$ cat config.mk
export PLATFORM = sky130hd
export DESIGN_NAME = adder_rr_arbiter
export DESIGN_NICKNAME = d
export VERILOG_FILES = /design/src/rtl/adder_arb_pkg.sv /design/src/rtl/rr_arb2.sv /design/src/rtl/adder_rr_arbiter.sv
export SDC_FILE = /design/constraint.sdc
export NUM_CORES = 1
export LEC_CHECK = 0
export CORE_MARGIN = 5
export CORE_UTILIZATION = 43
export DETAILED_ROUTE_END_ITERATION = 10
export PLACE_DENSITY = 0.79
export SETUP_SLACK_MARGIN = 0.2
export SLEW_MARGIN = 20
export SYNTH_ARGS = -nofsm -noshare
export SYNTH_HDL_FRONTEND = slang
export SYNTH_SLANG_ARGS = --single-unit
$ cat constraint.sdc
create_clock -name clk -period 9.4 [get_ports clk]
set_input_delay 2.82 -clock clk [delete_from_list [all_inputs] [get_ports clk]]
set_output_delay 2.82 -clock clk [all_outputs]
set_load 0.02 [all_outputs]
$ cat src/rtl/adder_arb_pkg.sv
// -----------------------------------------------------------------------------
// adder_arb_pkg
// Shared definitions for the two-requester shared-adder arbiter:
//   - ADDER_ARB_WIDTH : default operand width in bits
//   - arb_state_e     : result-register occupancy state (EMPTY / FULL)
// -----------------------------------------------------------------------------
package adder_arb_pkg;

    localparam int ADDER_ARB_WIDTH = 4;

    typedef enum logic [0:0] {
        EMPTY = 1'b0,
        FULL  = 1'b1
    } arb_state_e;

endpackage : adder_arb_pkg

$ cat src/rtl/rr_arb2.sv
// -----------------------------------------------------------------------------
// rr_arb2
// Two-way round-robin grant selection (purely combinational).
// Ports:
//   valid0, valid1 : requester 0/1 has work
//   last_grant     : requester that won the most recent accepted transfer
//   grant          : requester selected this cycle (0 or 1)
// A lone valid requester always wins. When both or neither are valid the
// requester that did not win last time is chosen, so a grant is always
// pointing somewhere and the ready for it can be raised before valid arrives.
// -----------------------------------------------------------------------------
module rr_arb2 (
    input  logic valid0,
    input  logic valid1,
    input  logic last_grant,
    output logic grant
);

    // Select the winning requester from the valids and round-robin history
    always_comb begin
        grant = 1'b0;
        case ({valid1, valid0})
            2'b01:   grant = 1'b0;
            2'b10:   grant = 1'b1;
            2'b11:   grant = ~last_grant;
            2'b00:   grant = ~last_grant;
            default: grant = 1'b0;
        endcase
    end

endmodule : rr_arb2

$ cat src/rtl/adder_rr_arbiter.sv
// -----------------------------------------------------------------------------
// adder_rr_arbiter
// Two requesters share one WIDTH-bit adder. A single result register holds at
// most one result; a new operand pair is accepted whenever the register is
// empty or is being drained in the same cycle, giving one result per cycle
// under sustained load.
//
// Parameters:
//   WIDTH                  : operand width (default from adder_arb_pkg)
// Ports:
//   clk                    : clock, all state on rising edge
//   rst                    : synchronous active-high reset
//   req0_valid/req1_valid  : requester has an operand pair
//   req0_ready/req1_ready  : requester's pair is accepted this cycle (comb)
//   req0_a/b, req1_a/b     : operands
//   rsp_valid              : result register holds a result
//   rsp_ready              : consumer takes the result this cycle
//   rsp_id                 : requester that produced the held result
//   rsp_sum                : registered a+b, WIDTH+1 bits
//
// Build option:
//   ADDER_ARB_SATURATE_EN  : when defined, sums above 2^WIDTH-1 clip to
//                            2^WIDTH-1 (carry bit forced to 0).
// -----------------------------------------------------------------------------
module adder_rr_arbiter
    import adder_arb_pkg::*;
#(
    parameter int WIDTH = ADDER_ARB_WIDTH
) (
    input  logic             clk,
    input  logic             rst,
    input  logic             req0_valid,
    output logic             req0_ready,
    input  logic [WIDTH-1:0] req0_a,
    input  logic [WIDTH-1:0] req0_b,
    input  logic             req1_valid,
    output logic             req1_ready,
    input  logic [WIDTH-1:0] req1_a,
    input  logic [WIDTH-1:0] req1_b,
    output logic             rsp_valid,
    input  logic             rsp_ready,
    output logic             rsp_id,
    output logic [WIDTH:0]   rsp_sum
);

    arb_state_e       state_r;
    arb_state_e       state_next_s;
    logic             last_grant_r;
    logic             grant_s;
    logic             open_s;
    logic             accept_s;
    logic [WIDTH-1:0] op_a_s;
    logic [WIDTH-1:0] op_b_s;
    logic [WIDTH:0]   sum_full_s;
    logic [WIDTH:0]   sum_s;
    logic [WIDTH:0]   rsp_sum_r;
    logic             rsp_id_r;

    rr_arb2 u_rr_arb2 (
        .valid0     (req0_valid),
        .valid1     (req1_valid),
        .last_grant (last_grant_r),
        .grant      (grant_s)
    );

    // FSM state register
    always_ff @(posedge clk) begin
        if (rst) begin
            state_r <= EMPTY;
        end else begin
            state_r <= state_next_s;
        end
    end

    // FSM next state: fill on accept, empty on drain without a refill
    always_comb begin
        state_next_s = state_r;
        case (state_r)
            EMPTY: begin
                if (accept_s) begin
                    state_next_s = FULL;
                end else begin
                    state_next_s = EMPTY;
                end
            end
            FULL: begin
                if (accept_s) begin
                    state_next_s = FULL;
                end else if (rsp_ready) begin
                    state_next_s = EMPTY;
                end else begin
                    state_next_s = FULL;
                end
            end
            default: state_next_s = EMPTY;
        endcase
    end

    // FSM outputs: accept window, per-requester readies, response valid
    always_comb begin
        open_s     = 1'b0;
        req0_ready = 1'b0;
        req1_ready = 1'b0;
        case (state_r)
            EMPTY:   open_s = 1'b1;
            FULL:    open_s = rsp_ready;
            default: open_s = 1'b0;
        endcase
        rsp_valid = (state_r == FULL);
        // Readies are masked during reset so no transfer is seen as accepted
        if (rst) begin
            req0_ready = 1'b0;
            req1_ready = 1'b0;
        end else begin
            req0_ready = open_s && (grant_s == 1'b0);
            req1_ready = open_s && (grant_s == 1'b1);
        end
    end

    // A transfer happens only when the granted requester is also valid
    always_comb begin
        accept_s = (req0_valid && req0_ready) || (req1_valid && req1_ready);
    end

    // Route the granted requester's operands into the shared adder
    always_comb begin
        if (grant_s) begin
            op_a_s = req1_a;
            op_b_s = req1_b;
        end else begin
            op_a_s = req0_a;
            op_b_s = req0_b;
        end
    end

    // Shared adder, with optional clipping of the carry-out case
    always_comb begin
        sum_full_s = {1'b0, op_a_s} + {1'b0, op_b_s};
`ifdef ADDER_ARB_SATURATE_EN
        if (sum_full_s[WIDTH]) begin
            sum_s = {1'b0, {WIDTH{1'b1}}};
        end else begin
            sum_s = sum_full_s;
        end
`else
        sum_s = sum_full_s;
`endif
    end

    // Result register and round-robin history; both move only on an accept
    always_ff @(posedge clk) begin
        if (rst) begin
            rsp_sum_r    <= {(WIDTH+1){1'b0}};
            rsp_id_r     <= 1'b0;
            last_grant_r <= 1'b1;
        end else if (accept_s) begin
            rsp_sum_r    <= sum_s;
            rsp_id_r     <= grant_s;
            last_grant_r <= grant_s;
        end else begin
            rsp_sum_r    <= rsp_sum_r;
            rsp_id_r     <= rsp_id_r;
            last_grant_r <= last_grant_r;
        end
    end

    // Drive response outputs straight from their registers
    always_comb begin
        rsp_sum = rsp_sum_r;
        rsp_id  = rsp_id_r;
    end

endmodule : adder_rr_arbiter

# After elaboration in Yosys (flattened, before gate mapping)
# Cells that the tools add are included.
# totals
register_bits	8
latch_bits	0
ramBits	0
rom_bits	0
in_bits	21
output_inout_bits	9
elab_cells	28
memories	0
# op_classes
add_sub_neg	1
mul	0
div	0
magnitude_cmp	0
eq_ne	3
n_shift	0
muxes	10
bitwise	3
reduce_logical	7
# op_table
cell	n
2-to-1 mux 4 bit	2
adder 4 x 4 -> 5 bit	1
2-to-1 mux 1 bit	5
equality test 2 bit (second input constant)	2
logical AND 1 bit	4
case mux 1 bit (2 select lines)	2
NOT 1 bit	3
case mux 1 bit (3 select lines)	1
equality test 2 x 1 -> 1 bit (second input constant)	1
zero test 2 bit	1
OR reduction 2 bit	1
logical OR 1 bit	1

# Depth between registers and ports, before layout
# Gate-level depths: netlist of run 1.
# logic_depth
ltp_word	10
mapped_depth	13
ltp_nobuf	12

# Hierarchy
# Synthesis of run 1 repeated with hierarchy kept, for this count alone.
# hier_totals
cells_unflattened	75
area_unflattened_um2	690.7
# modules_own_cells
mod	instances	cells_per_inst	area_per_inst_um2	seq_area_each_um2
adder_rr_arbiter	1	68	639.4	160.2
rr_arb2	1	7	51.3	0.0

# Worst setup path after synthesis of run 1
# OpenSTA, ideal clock, no wires.
# synth_path
kind	input to output
start	input port req0_valid
end	output port req0_ready
arrival_time_ns	4.028
t_required_ns	6.580
path_slack_ns	2.552
cell_stages	6
n_path_buf	1
cell_sequence	inv_1 -> ha_1 -> nand2b_4 -> a21oi_1 -> buf_4 -> nor3_1
# synth_between
elab_chain_cells	6
elab_cells_between_ends	9
cone_classes	eq/ne (3); mux (2); bitwise (1); reduce/logical (3)
# synth_rtl
element	line	source
from (decl)	adder_rr_arbiter.sv:32	input logic req0_valid,
equality test 2 bit or zero test 2 bit (tied branches)	rr_arb2.sv:22	case ({valid1, valid0})
OR reduction 2 bit (no line)	n/a	
case mux 1 bit (3 select lines) *	rr_arb2.sv:22	
NOT 1 bit *	adder_rr_arbiter.sv:115	req0_ready = open_s && (grant_s == 1'b0);
logical AND 1 bit *	adder_rr_arbiter.sv:115	
2-to-1 mux 1 bit *	adder_rr_arbiter.sv:111	if (rst) begin
to (decl)	adder_rr_arbiter.sv:33	output logic req0_ready,
# Every way passes the cells marked *; elsewhere a longest branch is shown, timed or not.

# Worst setup path after layout of run 1
# layout_path
start	input port req0_valid
end	output port req1_ready
# layout_between
elab_chain_cells	5
elab_cells_between_ends	8
cone_classes	eq/ne (3); mux (2); reduce/logical (3)
# layout_rtl
element	line	source
equality test 2 bit or zero test 2 bit (tied branches)	rr_arb2.sv:22	
OR reduction 2 bit (no line)	n/a	
case mux 1 bit (3 select lines) *	rr_arb2.sv:22	
logical AND 1 bit *	adder_rr_arbiter.sv:116	req1_ready = open_s && (grant_s == 1'b1);
2-to-1 mux 1 bit *	adder_rr_arbiter.sv:111	
to (decl)	adder_rr_arbiter.sv:37	output logic req1_ready,
# Marks and branches as above.

==> results of run 1 <==
cell usage after synthesis, types with 2 or more instances:
master | number | area [µm²]
a21o_1 | 2 | 15.0
a21oi_1 | 5 | 25.0
dfxtp_1 | 8 | 160
ha_1 | 6 | 75.1
inv_1 | 8 | 30.0
mux2_2 | 8 | 90.1
mux2i_1 | 4 | 40.0
nand2_1 | 5 | 18.8
nand2b_1 | 2 | 12.5
nor2_1 | 2 | 7.51
nor2b_1 | 2 | 12.5
nor3_1 | 3 | 15.0
o21ai_0 | 2 | 10.0
xor2_1 | 2 | 17.5
flip-flops by register name (all words and copies together) (netlist names):
register / count
rsp_valid: 1
rsp_sum: 5
rsp_id: 1
last_grant_r: 1
cells in the final DEF, fill, tap and decap left out, types with 2 or more instances in the layout:
| cell | n |
|---|---|
| clkdlybuf4s50_1 | 29 |
| inv_1 | 8 |
| mux2_2 | 8 |
| dfxtp_1 | 8 |
| ha_1 | 6 |
| a21oi_1 | 5 |
| nand2_1 | 5 |
| mux2i_1 | 4 |
| nor3_1 | 3 |
| clkbuf_4 | 3 |
| nor2b_1 | 2 |
| nand2b_1 | 2 |
| a21o_1 | 2 |
| xor2_1 | 2 |
| nor2_1 | 2 |
| o21ai_0 | 2 |
area by class of cell:
class	count	area [µm²]
fill	137	483
multi-input combinational	51	458
timing repair buffer	30	298
sequential	8	160
inverter	8	30.0
clock buffer	3	22.5
tap	16	20.0
cell families after synthesis:
family                     count (synthesis)
muxes                                     13
adders and majority gates                  7
AOI/OAI and AO/OA                         12
buffers and inverters                      9
and+or+nand+nor                           17
xor gates and xnor gates                   2
DFF                                        8
worst max-delay path, stage by stage:
cell and delay [ns]:
clkdlybuf4s50_1 0.54, inv_1 0.07, ha_1 0.31, nand2b_4 0.08, a21oi_1 0.28, and3_1 0.21
clkdlybuf4s50_1 0.60
routing by layer:
| layer | wire [µm] | track usage, % |
|---|---|---|
| met1 | 610 | 13.7 |
| met2 | 679 | 20.7 |
| met3 | 139 | 5.50 |
| met4 | 0 | 0.448 |
| met5 | 0 | 0 |
final timing paths:
check	endpoint	slack, ns	cells past startpoint
max	req1_ready	1.67	7
min	rsp_sum[3]	0.46	2
max reg2reg	rsp_sum[4]	7.02	11
min reg2reg	rsp_sum[3]	0.46	2
report_power, final:
part	switching [mW]	internal (mW)
sequential	0.00269	0.0390
combinational	0.0257	0.0327
clock	0.0110	0.0146
==> impl_metrics.json, run 1 <==
{
  "async_reset_ff_share_pct": 0,
  "fin_crit_ns": 7.73,
  "num_vias": 574,
  "period_share_pct": 82.2,
  "antenna_found_initial": 0,
  "cts_resized": 0,
  "die_h_um": 49.0,
  "ir_drop_uv": 96.7,
  "utilization_pct": 67.2,
  "yosysSeqAreaShare_pct": 24.4,
  "fin_tns_setup_ns": 0,
  "core_region_area_um2": 1470,
  "insertedDiodeCount": 0,
  "avgSynthCellArea_um2": 9.64,
  "synth_cells": 68,
  "syn2layout_area_growth_pct": 50.8,
  "grt_max_degree": 10,
  "drt_pass1_iterations": 2,
  "p_total_mw": 0.126,
  "synthSimpleGateAreaFrac_pct": 13.9,
  "crit_arrival_ns": 4.91,
  "clockBufferDepth": 2,
  "clock_sinks": 8,
  "drc": 0,
  "vias_per_cell": 4.95,
  "place.gp.congestion": 0.819,
  "worst_hold_slack_ns": 0.464,
  "power_leakage_nw": 0.442,
  "wl_per_cell_um": 12.3,
  "hold_violations": 0,
  "min_path_type": "reg -> reg",
  "fin_skew_ns": 0.00172,
  "portBuffers": 29,
  "clk_pin_slew_worst_paths_ns": 0.05,
  "dp.cells": 113,
  "worstMarginPinSlew_ns": 0.284,
  "status": "finished clean",
  "slew_headroom_pct": 81.0,
  "clkLatencyLatePin_ns": 0.25,
  "num-nets-final": 130,
  "post-place-ws_ns": 1.68,
  "die-area_um2": 2410,
  "ant_nets": 0,
  "hold_buffers": 0,
  "num_io_pins": 30,
  "grt_setup_unrepaired": "false",
  "yosys_warnings": 0,
  "cts_setup_buffers": 0,
  "end_kind": "output pin",
  "synth_xor_area_share_pct": 2.67,
  "setup_viol_count_final": 0,
  "synth_top_family_by_area": "multiplexers",
  "dpl.hpwl_mm": 1.20,
  "finalInstanceArea_um2": 988,
  "fin_cells": 116,
  "maxSlewViolCount": 0,
  "syn_nets": 96,
  "routed_wl_mm": 1.43,
  "synth_compound_area_share_pct": 16.6,
  "drive_gt1_share_pct": 17.0,
  "hp-start": "rsp_sum[3]",
  "powerDensity_nw_per_um2": 127,
  "h-tree-depth": 1,
  "worst_slack_ns": 1.67,
  "cts_tree": "done",
  "synth_mux_area_share_pct": 22.1,
  "critPathLaunchType": "input pin",
  "start_util_pct": 44.6,
  "drtIter0Drc": 5,
  "worstReg2RegStart": "last_grant_r",
  "yosysUniqueCellTypes": 23,
  "dpl_cell_area_um2": 966,
  "grt-ovfl-total": 0,
  "required_ns": 6.58,
  "ys.flop_type": "dfxtp_1",
  "die_w_um": 49.0,
  "synthAdderAreaFrac_pct": 14.5,
  "crit_fanout": 4,
  "grt_pass1_vias": 578,
  "synth_seq_cells": 8,
  "grt_usage_pct": 11.8,
  "crit_start": "req0_valid",
  "grt_pass1_wl_mm": 2.33,
  "rows": 14,
  "fmax_mhz": 129,
  "numCtsBuffers": 3,
  "synth_area_um2": 656,
  "synth_edf_count": 0,
  "root_buffer": "clkbuf_4",
  "drv_cap": 0,
  "critPathKind": "in -> out"
}
Note: power is estimated with default switching activity, not from simulation.
==> run 2: changes to the inputs <==
CORE_ASPECT_RATIO = 0.8   (was unset)
CORE_UTILIZATION = 40   (was 43)
PLACE_DENSITY = 0.74   (was 0.79)
clock period = 7.59 ns   (was 9.4 ns; I/O delays follow)
==> impl_metrics.json, run 2 (synthesis results as in run 1) <==
{
  "status": "finished clean",
  "rows": 13,
  "wl_per_cell_um": 12.0,
  "grt_usage_pct": 12.8,
  "numCtsBuffers": 3,
  "drt_pass1_iterations": 4,
  "utilization_pct": 62.5,
  "crit_fanout": 4,
  "clkLatencyLatePin_ns": 0.25,
  "start_util_pct": 41.1,
  "largest_register_ffs": 5,
  "power_leakage_nw": 0.442,
  "root_buffer": "clkbuf_4",
  "core_region_area_um2": 1590,
  "fin_crit_ns": 6.65,
  "setup_viol_count_final": 0,
  "grt_max_degree": 10,
  "place.gp.congestion": 0.725,
  "worst_hold_slack_ns": 0.464,
  "swShare_pct": 31.8,
  "crit_arrival_ns": 4.37,
  "cts_resized": 0,
  "clkPwrFrac_pct": 20.8,
  "layout_commonest_cell": "clkdlybuf4s50_1",
  "insertedDiodeCount": 0,
  "n_fill_cell": 147,
  "internal_power_mw": 0.107,
  "fmax_mhz": 150,
  "num-nets-final": 130,
  "clk_pin_slew_worst_paths_ns": 0.05,
  "ant_nets": 0,
  "drive_gt1_share_pct": 17.0,
  "slew_headroom_pct": 80.2,
  "period_share_pct": 87.6,
  "die_w_um": 55.3,
  "portBuffers": 29,
  "fin_tns_setup_ns": 0,
  "cts_setup_buffers": 0,
  "critPathKind": "in -> out",
  "dpl.hpwl_mm": 1.21,
  "switchingPower_mw": 0.0498,
  "clockBufferDepth": 2,
  "vias_per_cell": 4.79,
  "drv_cap": 0,
  "num_vias": 584,
  "powerDensity_nw_per_um2": 157,
  "antenna_found_initial": 0,
  "routed_wl_mm": 1.47,
  "grt-ovfl-total": 0,
  "worstMarginPinSlew_ns": 0.297,
  "reg2reg_slack_ns": 5.22,
  "num_io_pins": 30,
  "hold_violations": 0,
  "hold_buffers": 0,
  "grt_pass1_wl_mm": 2.52,
  "p_comb_share_pct": 46.2,
  "final_cell_mix": "clkdlybuf4s50_1 (29), inv_1 (8), mux2_2 (8), dfxtp_1 (8), ha_1 (6)",
  "maxSlewViolCount": 0,
  "die_h_um": 46.2,
  "syn2layout_area_growth_pct": 51.9,
  "critPathLaunchType": "input pin",
  "drc": 0,
  "grt_pass1_vias": 595,
  "end_kind": "output pin",
  "h-tree-depth": 1,
  "drtIter0Drc": 4,
  "clock_sinks": 8,
  "fin_skew_ns": 0.000350,
  "required_ns": 5.31,
  "cts_tree": "done",
  "grt_setup_unrepaired": "false",
  "ir_drop_uv": 115,
  "min_path_type": "reg -> reg",
  "seqPwrFrac_pct": 33.0,
  "die-area_um2": 2550
}
## run 2: cell counts in the layout (fill, tap and decap cells not counted)
No cell type changed its count.
## run 2: worst paths after layout
check,from,end,cells past startpoint
setup reg to reg,last_grant_r,rsp_sum[4],11
hold reg to reg,rsp_sum[1],rsp_sum[1],2
setup / recovery,req0_valid,req1_ready,7
hold / removal,rsp_sum[1],rsp_sum[1],2
## run 2: metrics by stage
stage	std cells	cell area [µm²]	power, mW	worst slack, ns
after global routing	122	996	0.169	0.815
after CTS	122	996	0.160	0.947
final	122	996	0.157	0.941
after floorplan	68	656	0.0961	1.83
after global placement	119	973	0.125	1.03
after detailed placement	119	973	0.126	0.956
## run 2: layer usage
layer  track usage (%)  vias to the layer above  part of all wire, %  wire length [µm]
li1                  -                      297                    -                 -
met1              13.3                      261                   42               622
met2              23.6                       23                   50               729
met3              5.88                        3                  7.1               105
met4              4.37                        0                 0.68                10
met5                 0                        -                    0                 0
## run 2: area by class of cell
class / count / area, µm² / area share (%)
multi-input combinational: 51 / 458 / 46.0
clock buffer: 3 / 22.5 / 2.26
tap: 22 / 27.5 / 2.76
sequential: 8 / 160 / 16.1
timing repair buffer: 30 / 298 / 29.9
inverter: 8 / 30.0 / 3.02
## run 2: critical path, stage by stage
cell and delay, ns:
clkdlybuf4s50_1 0.56, inv_1 0.07, ha_1 0.32, nand2b_4 0.08, a21oi_1 0.26, and3_1 0.20, clkdlybuf4s50_1 0.60
## run 2: power by group through the flow
| stage | logic (mW) | clock network (mW) | registers (mW) |
|---|---|---|---|
| 6_report | 0.0724 | 0.0327 | 0.0517 |
| 5_1_grt | 0.0792 | 0.0367 | 0.0526 |
| 4_1_cts | 0.0735 | 0.0347 | 0.0516 |
| 3_5_place_dp | 0.0732 | 0 | 0.0524 |
| 3_3_place_gp | 0.0723 | 0 | 0.0523 |
| 2_1_floorplan | 0.0372 | 0 | 0.0589 |
==> RTL change 1, RTL diff (flow settings as in run 2) <==
Make the reset (`rst`) asynchronous in 2 clocked blocks. Comments in the files are not updated.
--- a/src/rtl/adder_rr_arbiter.sv
+++ b/src/rtl/adder_rr_arbiter.sv
@@ -64,7 +64,7 @@
     );
 
     // FSM state register
-    always_ff @(posedge clk) begin
+    always_ff @(posedge clk or posedge rst) begin
         if (rst) begin
             state_r <= EMPTY;
         end else begin
@@ -148,7 +148,7 @@
     end
 
     // Result register and round-robin history; both move only on an accept
-    always_ff @(posedge clk) begin
+    always_ff @(posedge clk or posedge rst) begin
         if (rst) begin
             rsp_sum_r    <= {(WIDTH+1){1'b0}};
             rsp_id_r     <= 1'b0;
Formal check against the unedited RTL: differs if rst is asserted again (counterexample within 4 cycles, from zero or initial values and one cycle with rst high); with rst held inactive, the same outputs for 10 cycles.
==> RTL change 1 against run 2 <==
  * Synthesized cell count shrank 8.8%
  * Setup slack improved by 0.0020 ns
  * Final cell count shrank 4.9%
  * Clock skew is 0.011 ns higher
  * Sequential power grew 33%
  * Power increased by 49%
  * Design area increased by 2.4%
  * Hold slack better by 0.059 ns
  * Synthesized area increased by 4.8%
  * Via count decreased by 5.1%
  * Sequential share of layout area grew 3.7 points
  * Wire length down 2.2%
  * Sequential cell count is the same
  * Critical path type unchanged
==> RTL change 1: results <==
{
  "cts_made_buffers": 3,
  "antenna_found_initial": 0,
  "synth_flop_cell": "dfrtp_1",
  "yosys_warnings": 0,
  "async_flop_share": 1.00,
  "cts.htree.levels": 1,
  "syn_nets": 90,
  "grt_usage": 0.120,
  "clockRootBuffer": "clkbuf_4",
  "grt_pass1_vias": 566,
  "synth.top_cells.by_count": "dfrtp_1 (7), mux2_2 (7), ha_1 (6), inv_1 (6)",
  "synthTopCellsByArea": "dfrtp_1 (26%), mux2_2 (11%), ha_1 (11%), mux2_4 (11%), dfstp_2 (3.8%)",
  "drt_first_pass_iters": 1,
  "dp_hpwl_um": 1200,
  "final_nets": 123,
  "portBuffers": 29,
  "peakVddDrop_mv": 0.122,
  "route.met3.wl_um": 102,
  "wl_met1_um": 600,
  "arrival_ns": 4.37,
  "worst_pin_slew_ns": 0.421,
  "crit_fanout": 11,
  "drtIter0Drc": 0,
  "largest_register_ffs": 5,
  "drt_wl_total_um": 1440,
  "clockBufferDepth": 2,
  "clk_pin_slew_ns": 0.06,
  "worstSkewPairLatency_ns": 0.26,
  "top_layer": "met4",
  "fillCellCount": 147,
  "post_cts_buffers": 0,
  "place_ws_ns": 0.925,
  "synthDistinctLibCells": 25,
  "place_congestion": 0.717,
  "drive_gt1_frac": 0.234,
  "p_leak_nw": 0.448,
  "grt_pass1_wl_um": 2330,
  "yosysSeqAreaShare": 0.293,
  "drc": 0,
  "coreArea_um2": 1630,
  "vias": 554,
  "min_path_type": "flop to flop",
  "met2WireLength_um": 713,
  "diodes": 0,
  "clock_skew_ns": 0.0111,
  "status": "finished clean",
  "grt_max_degree": 13,
  "post_cts_resize_count": 0
}
[RTL change 1: cell types whose count changed after synthesis, sizes merged, moves of 3 or more]
cell	run 2	this run
dfxtp	8	0
dfrtp	0	7
nand2	5	1
mux2	9	12
nor3	3	0
[RTL change 1: worst paths after layout]
kind                                            end  cells after the start                      from  slack, ns
setup / recovery                         req0_ready                      7                req0_valid       0.94
hold / removal               rsp_sum[4]$_DFFE_PP0P_                      1    rsp_sum[4]$_DFFE_PP0P_       0.52
setup reg to reg             rsp_sum[4]$_DFFE_PP0P_                     10  last_grant_r$_DFFE_PP1P_       5.20
hold reg to reg              rsp_sum[4]$_DFFE_PP0P_                      1    rsp_sum[4]$_DFFE_PP0P_       0.52
max in group asynchronous  last_grant_r$_DFFE_PP1P_                      2                       rst       4.92
min in group asynchronous    rsp_sum[4]$_DFFE_PP0P_                      2                       rst       2.33
[RTL change 1: kinds of logic after synthesis]
group | count (synthesis) | share of synthesized area
xor gates and xnor gates | 2 | 0.0255
adders and majority gates | 7 | 0.138
muxes | 15 | 0.286
AOI/OAI and AO/OA | 10 | 0.104
DFF | 8 | 0.293
and+or+nand+nor | 12 | 0.0984
buffers and inverters | 8 | 0.0546
[RTL change 1: final cells by class]
cell class | instances | area share
multi-input combinational | 46 | 0.439
timing repair buffer | 29 | 0.285
sequential | 8 | 0.198
tap | 22 | 0.0270
clock buffer | 4 | 0.0258
inverter | 7 | 0.0258
[RTL change 1: routing by layer]
metal,vias up,track usage
li1,276,-
met1,257,0.126
met2,17,0.214
met3,4,0.0522
met4,0,0.0569
met5,-,0
[RTL change 1: power by group]
group | leakage (nW) | switching, W | total [W] | internal [W]
Sequential | 0.0949 | 0.00000992 | 0.0000689 | 0.0000590
Clock | 0.0150 | 0.0000165 | 0.0000368 | 0.0000202
Combinational | 0.339 | 0.0000547 | 0.000128 | 0.0000737
Total | 0.448 | 0.0000811 | 0.000234 | 0.000153
[RTL change 1: critical path: stages]
cell	delay (ns)
clkdlybuf4s50_1	0.55
inv_1	0.06
ha_1	0.28
nor2b_2	0.17
o21ba_2	0.30
nor2_1	0.12
clkdlybuf4s50_1	0.61
[RTL change 1: metrics by stage]
step	instances	power [W]	hold slack, ns	utilization	instance area [um2]
3_5_place_dp	112	0.000199	0.504	0.611	993
4_1_cts	116	0.000237	0.521	0.627	1020
2_1_floorplan	62	0.000148	0.514	-	687
6_report	116	0.000234	0.523	0.627	1020
5_1_grt	116	0.000250	0.544	0.627	1020
3_3_place_gp	112	0.000198	0.505	0.611	993
==> RTL change 2, RTL diff (config.mk and constraints of run 2) <==
Without the edit above. The option `ADDER_ARB_SATURATE_EN` is turned on by a define.
--- a/src/rtl/adder_rr_arbiter.sv
+++ b/src/rtl/adder_rr_arbiter.sv
@@ -22,6 +22,8 @@
 //   ADDER_ARB_SATURATE_EN  : when defined, sums above 2^WIDTH-1 clip to
 //                            2^WIDTH-1 (carry bit forced to 0).
 // -----------------------------------------------------------------------------
+`define ADDER_ARB_SATURATE_EN
+
 module adder_rr_arbiter
     import adder_arb_pkg::*;
 #(
Behaviour: not the same (Yosys sat finds a counterexample within 4 cycles, from zero or initial values and one cycle with rst high).
==> RTL change 2 against run 2 <==
  * Synthesized area decreased by 0.19%
  * First-iteration DRC count increased by 25%
  * Wire length increased by 7.5%
  * Final cell count decreased by 2.5%
  * Hold slack improved by 0.058 ns
  * Setup slack got worse by 0.31 ns
  * Power decreased by 3.7%
  * Design area decreased by 1.5%
  * Critical path depth unchanged
  * Sequential cell count decreased by 1
  * Critical path type unchanged
  * Largest cell class unchanged
  * Largest power group unchanged
==> RTL change 2: results <==
{
  "peakVddDrop_mv": 0.0892,
  "diodes": 0,
  "critical_path.slowest_cell": "clkdlybuf4s50_1",
  "drt_first_pass_iters": 2,
  "holdCritStartpoint": "rsp_sum[1]$_SDFFE_PP0P_",
  "clock_skew_ns": 0.00840,
  "post_cts_resize_count": 0,
  "placed_cells": 115,
  "cp-startpoint": "req0_valid",
  "place_congestion": 0.716,
  "cts.htree.levels": 1,
  "synthDistinctLibCells": 29,
  "synthTopCellsByArea": "dfxtp_1 (21%), mux2_1 (14%), ha_1 (11%), o221a_1 (5.2%), a2111oi_4 (4.2%)",
  "yosys_warnings": 0,
  "min_path_type": "flop to flop",
  "crit_fanout": 7,
  "r2r_cells": 10,
  "async_flop_share": 0,
  "final_nets": 126,
  "grt_pass1_wl_um": 2730,
  "fmaxAchievable_ghz": 0.144,
  "yosysSeqAreaShare": 0.214,
  "portBuffers": 28,
  "vias": 606,
  "syn_nets": 94,
  "drtIter0Drc": 5,
  "hold_depth": 1,
  "cts_made_buffers": 3,
  "synth_cells": 66,
  "wire_per_inst_um": 13.3,
  "clockRootBuffer": "clkbuf_4",
  "fillCellCount": 158,
  "worstSkewPairLatency_ns": 0.26,
  "max_slew_margin": 0.612,
  "largest_register_ffs": 4,
  "dpl_cell_area_um2": 955,
  "drtAntennaViolNets": 0,
  "netlist.area_leader.share": 0.214,
  "arrival_ns": 4.68,
  "drive_gt1_frac": 0.124,
  "grt_max_degree": 8,
  "p_leak_nw": 0.414,
  "post_cts_buffers": 0,
  "r2r-start": "last_grant_r$_SDFFE_PP1P_",
  "slowest_delay_ns": 0.60,
  "grt_usage": 0.139,
  "status": "finished clean",
  "grt_pass1_vias": 650,
  "layout.cells.non_filler": 119,
  "synth.top_cells.by_count": "mux2_1 (8), dfxtp_1 (7), nor2_1 (7), ha_1 (6)",
  "clockBufferDepth": 2,
  "dp_hpwl_um": 1280
}
RTL change 2: cell types whose count changed in the layout (fill, tap and decap cells not counted), sizes merged, moves of 2 or more:
cell          run 2  this run
xnor2             0         2
mux2i             4         0
nor2b             2         0
inv               8         5
xor2              2         0
o221a             0         3
nor2              2         7
nand2             5         1
RTL change 2: where the power goes:
group | internal (W) | switching, W
Combinational | 0.0000384 | 0.0000321
Sequential | 0.0000412 | 0.00000343
Clock | 0.0000202 | 0.0000157
RTL change 2: cells by family after synthesis:
group,Yosys count,synth area share
AOI/OAI and AO/OA,19,0.289
other,1,0.00573
muxes,8,0.138
xor gates and xnor gates,2,0.0268
adders and majority gates,7,0.145
DFF,7,0.214
and+or+nand+nor,15,0.130
buffers and inverters,7,0.0516
RTL change 2: stage by stage:
| stage | power, W | worst slack [ns] |
|---|---|---|
| CTS | 0.000153 | 0.633 |
| global route | 0.000160 | 0.492 |
| floorplan | 0.0000897 | 1.76 |
| global placement | 0.000115 | 0.682 |
| detailed placement | 0.000116 | 0.611 |
| finish | 0.000151 | 0.632 |
RTL change 2: critical path: cells and delay by family:
family,cells,cell delay [ns]
adder cells (fa/ha/maj),1,0.38
AND/OR/NAND/NOR,2,0.33
buffers and inverters,3,1.21
AO/OA/AOI/OAI,1,0.49
RTL change 2: path summary, 6_finish.rpt:
| check | end | slack, ns |
|---|---|---|
| max reg2reg | rsp_sum[1]$_SDFFE_PP0P_ | 4.30 |
| min reg2reg | rsp_sum[1]$_SDFFE_PP0P_ | 0.52 |
| min | rsp_sum[1]$_SDFFE_PP0P_ | 0.52 |
| max | req1_ready | 0.63 |
RTL change 2: final cells by class:
class	count	area (um2)	share of cell area
Clock buffer	4	26.3	0.0268
Multi-Input combinational cell	52	480	0.490
Timing Repair Buffer	29	288	0.293
Sequential cell	7	140	0.143
Tap cell	22	27.5	0.0281
Inverter	5	18.8	0.0191
RTL change 2: metal layers:
metal,vias to the layer above,part of all wire,GRT usage
li1,300,-,-
met1,278,0.45,0.145
met2,26,0.45,0.250
met3,2,0.092,0.0812
met4,0,0.0044,0.0291
met5,-,0,0
